## src/rtl/gray_cntr_seq.sv

```systemverilog
// -----------------------------------------------------------------------------
// gray_cntr_seq
//   Run sequencer for an external width-bit Gray code counter. A start request
//   loads a programmed Gray start value into the counter. The sequencer then
//   issues exactly run_len count enables, where a run_len of 0 means 2^width.
//   Pause holds counting in RUN. Abort clears the counter through a one-cycle
//   synchronous init pulse.
//
// Ports
//   clk          in   rising-edge clock
//   rst_n        in   asynchronous active-low reset
//   start        in   run request, sampled only in IDLE
//   abort        in   abort request, honoured in any state
//   pause        in   hold counting while high (RUN only)
//   start_val    in   Gray start value, captured with start
//   run_len      in   number of count steps (0 -> 2^width)
//   cntr_count   in   Gray count fed back from the counter
//   cntr_init_n  out  synchronous clear to counter, active low
//   cntr_load_n  out  load strobe to counter, active low
//   cntr_data    out  load value to counter
//   cntr_cen     out  count enable to counter
//   busy         out  high whenever not IDLE
//   done         out  one-cycle pulse, run completed
//   aborted      out  one-cycle pulse, run aborted
//   wrap         out  one-cycle pulse, counter stepped from its top code to 0
// -----------------------------------------------------------------------------
module gray_cntr_seq #(
  parameter int width = 8
) (
  input  logic             clk,
  input  logic             rst_n,
  input  logic             start,
  input  logic             abort,
  input  logic             pause,
  input  logic [width-1:0] start_val,
  input  logic [width-1:0] run_len,
  input  logic [width-1:0] cntr_count,
  output logic             cntr_init_n,
  output logic             cntr_load_n,
  output logic [width-1:0] cntr_data,
  output logic             cntr_cen,
  output logic             busy,
  output logic             done,
  output logic             aborted,
  output logic             wrap
);

  typedef enum logic [2:0] {
    IDLE = 3'd0,
    LOAD = 3'd1,
    RUN  = 3'd2,
    DONE = 3'd3,
    ABRT = 3'd4
  } state_e;

  // Gray code of 2^width-1. The counter's next step from this code is back to 0.
  localparam logic [width-1:0] GRAY_TOP = {1'b1, {(width-1){1'b0}}};
  // A run_len of 0 encodes a full lap of 2^width steps.
  localparam logic [width:0]   FULL_RUN = {1'b1, {width{1'b0}}};
  localparam logic [width:0]   REM_ONE  = {{width{1'b0}}, 1'b1};

  state_e           state_q, state_d;
  logic [width-1:0] sv_q,    sv_d;
  logic [width:0]   rem_q,   rem_d;
  logic             wrap_q,  wrap_d;
  logic             cen;

  // ---------------------------------------------------------------------------
  // State and data registers
  // ---------------------------------------------------------------------------
  always_ff @(posedge clk or negedge rst_n) begin
    if (!rst_n) begin
      state_q <= IDLE;
      sv_q    <= '0;
      rem_q   <= '0;
      wrap_q  <= 1'b0;
    end else begin
      state_q <= state_d;
      sv_q    <= sv_d;
      rem_q   <= rem_d;
      wrap_q  <= wrap_d;
    end
  end

  // ---------------------------------------------------------------------------
  // Next-state logic
  // ---------------------------------------------------------------------------
  always_comb begin
    state_d = state_q;
    sv_d    = sv_q;
    rem_d   = rem_q;

    // Abort suppresses the enable combinationally. An abort in the final RUN
    // cycle therefore wins over completing the run.
    cen = (state_q == RUN) && !pause && !abort;

    unique case (state_q)
      IDLE: begin
        if (abort) begin
          state_d = ABRT;
        end else if (start) begin
          sv_d    = start_val;
          rem_d   = (run_len == '0) ? FULL_RUN : {1'b0, run_len};
          state_d = LOAD;
        end
      end

      LOAD: begin
        state_d = abort ? ABRT : RUN;
      end

      RUN: begin
        if (abort) begin
          state_d = ABRT;
        end else if (cen) begin
          rem_d = rem_q - REM_ONE;
          if (rem_q == REM_ONE) begin
            state_d = DONE;
          end
        end
      end

      DONE: state_d = IDLE;
      ABRT: state_d = IDLE;

      default: state_d = IDLE;
    endcase
  end

  // Wrap is flagged one cycle after an enabled step taken from the top code.
  // A load of 0 passes through the load strobe, not through cen, so it cannot
  // raise wrap.
  always_comb begin
    wrap_d = cen && (cntr_count == GRAY_TOP);
  end

  // ---------------------------------------------------------------------------
  // Moore outputs (cntr_cen is the only Mealy term)
  // ---------------------------------------------------------------------------
  assign cntr_init_n = (state_q != ABRT);
  assign cntr_load_n = (state_q != LOAD);
  assign cntr_data   = sv_q;
  assign cntr_cen    = cen;
  assign busy        = (state_q != IDLE);
  assign done        = (state_q == DONE);
  assign aborted     = (state_q == ABRT);
  assign wrap        = wrap_q;

endmodule
```

## config.mk

```make
export PLATFORM = sky130hd
export DESIGN_NAME = gray_cntr_seq
export DESIGN_NICKNAME = d
export VERILOG_FILES = /design/src/rtl/gray_cntr_seq.sv
export SDC_FILE = /design/constraint.sdc
export NUM_CORES = 1
export LEC_CHECK = 0
export ABC_AREA = 1
export CAP_MARGIN = 25
export CORE_ASPECT_RATIO = 1.5
export CORE_MARGIN = 2
export CORE_UTILIZATION = 40
export DETAILED_ROUTE_END_ITERATION = 12
export HOLD_SLACK_MARGIN = 0.03
export MAX_ROUTING_LAYER = met4
export PLACE_DENSITY = 0.72
export SYNTH_ARGS = -nofsm -noshare
export SYNTH_HDL_FRONTEND = slang
export SYNTH_SLANG_ARGS = --single-unit
```

## constraint.sdc

```tcl
create_clock -name clk -period 1.4 [get_ports clk]
set_input_delay 0.14 -clock clk [delete_from_list [all_inputs] [get_ports clk]]
set_output_delay 0.14 -clock clk [all_outputs]
set_load 0.02 [all_outputs]
```

==> impl_metrics.py <==
metrics = {
    "logic_synthesis": {
        "synth.largest_area_cell": "dfrtp_1",
        "postSynthAreaPerCell_um2": 7.29,
        "netlist_area_mm2": 0.00128,
        "ys.flop_type": "dfrtp_1",
        "synth_edf_count": 0,
        "synth_compound_area_share_pct": 9.16,
        "ys_seq_elements": 21,
        "synth.area.top_cells": "dfrtp_1, nand2_1, inv_1",
        "synth_top_area_share_pct": 40.9,
        "yosys_warnings": 0,
        "synthSimpleGateAreaFrac_pct": 38.3,
        "syn_nets": 207,
        "synth_fa_ha_area_share_pct": 1.95,
        "synth.area.mux_share_pct": 0,
        "syn_inst": 176,
        "yosysSeqAreaShare_pct": 40.9,
        "synth.distinct_cells": 26,
        "synth_commonest_cells": "nand2_1, dfrtp_1, inv_1, nor2_1",
        "async_flop_share_pct": 100,
        "synthXorXnorAreaFrac_pct": 0,
        "synth.most_common_cell": "nand2_1",
        "synth_top_family_by_area": "simple AND/OR/NAND/NOR gates",
    },
    "clock_network": {
        "clockBufferDepth": 2,
        "cts_buffers": 3,
        "path_clk_slew_ns": 0.08,
        "cts_tree": "built",
        "cts.sinks": 21,
        "htree_levels": 1,
        "clk_latency_ns": 0.26,
        "cts_root_buf": "clkbuf_8",
        "cts_hold_buf": 0,
    },
    "floorplanning": {
        "fp.dieH_um": 73.4,
        "initial_core_util_pct": 41.5,
        "ioPinCount": 44,
        "core_mm2": 0.00310,
        "dieArea_mm2": 0.00369,
        "die_x_um": 50.3,
        "rows": 25,
    },
    "timing": {
        "fin_ws_ns": 0.0400,
        "setup_viol": 0,
        "slew_violations": 0,
        "finalSetupTns_ns": 0,
        "fmax_ghz": 0.735,
        "rsz0062_at_grt": "true",
        "worst_slew_pin_slew_ns": 0.287,
        "finClkSkew_ns": 0.00271,
        "post-route-period-util_pct": 97.1,
        "min_period_ns": 1.36,
        "hold_violations": 0,
        "relSlewSlack_pct": 80.9,
    },
    "route": {
        "drt_iter0_drc": 18,
        "wl_mm": 3.10,
        "vias_per_cell": 4.67,
        "drcViolationCount": 0,
        "drtAntennaViolNets": 0,
        "wl_per_cell_um": 11.1,
        "vias": 1307,
        "drt_pre_antenna_iters": 4,
    },
    "critical_path": {
        "arrival_ns": 1.22,
        "cp_top_family": "buffers and inverters",
        "cp_slowest_cell": "clkdlybuf4s50_1",
        "critPathMaxFanout": 2,
        "crit_path_end_kind": "primary output",
        "rrSetupSlack_ns": 0.05,
        "r2r-end": "rem_q[7]",
        "worst-path-buf-inv": 1,
        "critical_path_class": "flop to primary output",
        "r2r.worst_path.cells": 8,
        "cpPeakStageDelay_ns": 0.60,
        "path_cells": "clkdlybuf4s50_1",
        "reg2reg_from": "state_q[0]",
        "crit_required_ns": 1.26,
        "cp-start-kind": "flop",
    },
    "status": {
        "status": "completed",
    },
    "job": {
        "max_cap_viol_count": 0,
    },
    "placement": {
        "place_inst": 271,
        "hpwl_mm": 2.29,
        "place_ws_ns": -0.172,
        "port_buffers": 43,
        "gp_congestion": 0.818,
    },
    "final_layout": {
        "multi_input_area_um2": 661,
        "fin_nets": 272,
        "final_layout_size_suffix_gt1_share_pct": 22.5,
        "fillers": 255,
        "syn_to_final_growth_pct": 53.4,
        "register_area_um2": 527,
        "stdcell_count": 280,
        "diodes": 0,
    },
    "global_route": {
        "grt_antenna_before_repair": 0,
        "grt_pass1_wl_mm": 5.11,
        "grt_pass1_vias": 1237,
        "grt_max_degree": 22,
        "grt.total_usage_pct": 18.3,
        "overflow": 0,
    },
    "power_and_ir_drop": {
        "p_leak_nw": 0.984,
        "vdd_ir_drop_max_v": 0.000771,
        "p_per_area_mw_per_mm2": 1120,
    },
    "worst_hold_path": {
        "hp-class": "input port to asynchronous set/reset pin",
    },
}
stage by stage:
step	power [mW]	hold WS [ns]	utilization [%]	area, um^2
5_1_grt	2.36	0.254	63.6	1970
3_5_place_dp	1.77	0.460	59.9	1850
2_1_floorplan	1.38	-0.156	-	1280
3_3_place_gp	1.77	0.456	59.9	1850
4_1_cts	2.19	0.230	61.5	1900
6_report	2.20	0.219	63.6	1970
layout make-up:
class	count	area share [%]
timing repair buffer	62	29.4
multi-input combinational	126	33.5
tap	40	2.54
inverter	27	5.53
sequential	21	26.7
clock buffer	4	2.29
flip-flops by register name, summed over array words and instances, names as in the netlist:
register / count
state_q: 3
cntr_data: 8
wrap: 1
rem_q: 9
power breakdown:
part           internal, mW  leakage, nW  total, mW  switching [mW]
Sequential            0.750        0.263      0.865           0.115
Clock                 0.203       0.0228      0.408           0.206
Combinational         0.430        0.699      0.927           0.498
worst max path at each step:
stage	from	endpoint	depth (start not counted)
after CTS	state_q[2]	done	2
after global routing	state_q[1]	rem_q[7]	8
after floorplan	state_q[2]	rem_q[8]	7
after global placement	abort	cntr_cen	5
after detailed placement	abort	cntr_cen	5
final	cntr_data[4]	cntr_data[4]	1
cells in the final DEF (no fill, tap or decap), types with 3 or more instances in the layout:
cell / instances
nand2_1: 51
clkdlybuf4s50_1: 34
inv_1: 21
dfrtp_1: 20
nor2_1: 19
buf_4: 15
o21ai_1: 11
nand3_1: 10
o21ai_0: 7
inv_2: 5
buf_6: 5
nor2_2: 4
nand2_2: 4
clkbuf_8: 3
clkbuf_2: 3
dlymetal6s2s_1: 3
metal layers:
metal  global-route usage (%)  share of wire [%]
met3                     2.85                4.6
met2                     32.7                 52
met4                     5.56               0.68
met5                        -                  0
met1                     20.8                 42
cell families (layout without fill, tap and decap cells):
family	Yosys count	after routing
buffers and inverters	29	93
DFF	21	21
AOI/OAI and AO/OA	22	22
and+or+nand+nor	102	102
adders and majority gates	2	2
what timing repair did:
item / in CTS / in global routing
cloned: 0 / 1
setup endpoints to repair: 6 / 21
buffers inserted: 1 / 3
pin swaps: 0 / 6
gates resized for setup: 17 / 23
(Power assumes the default switching activity.)
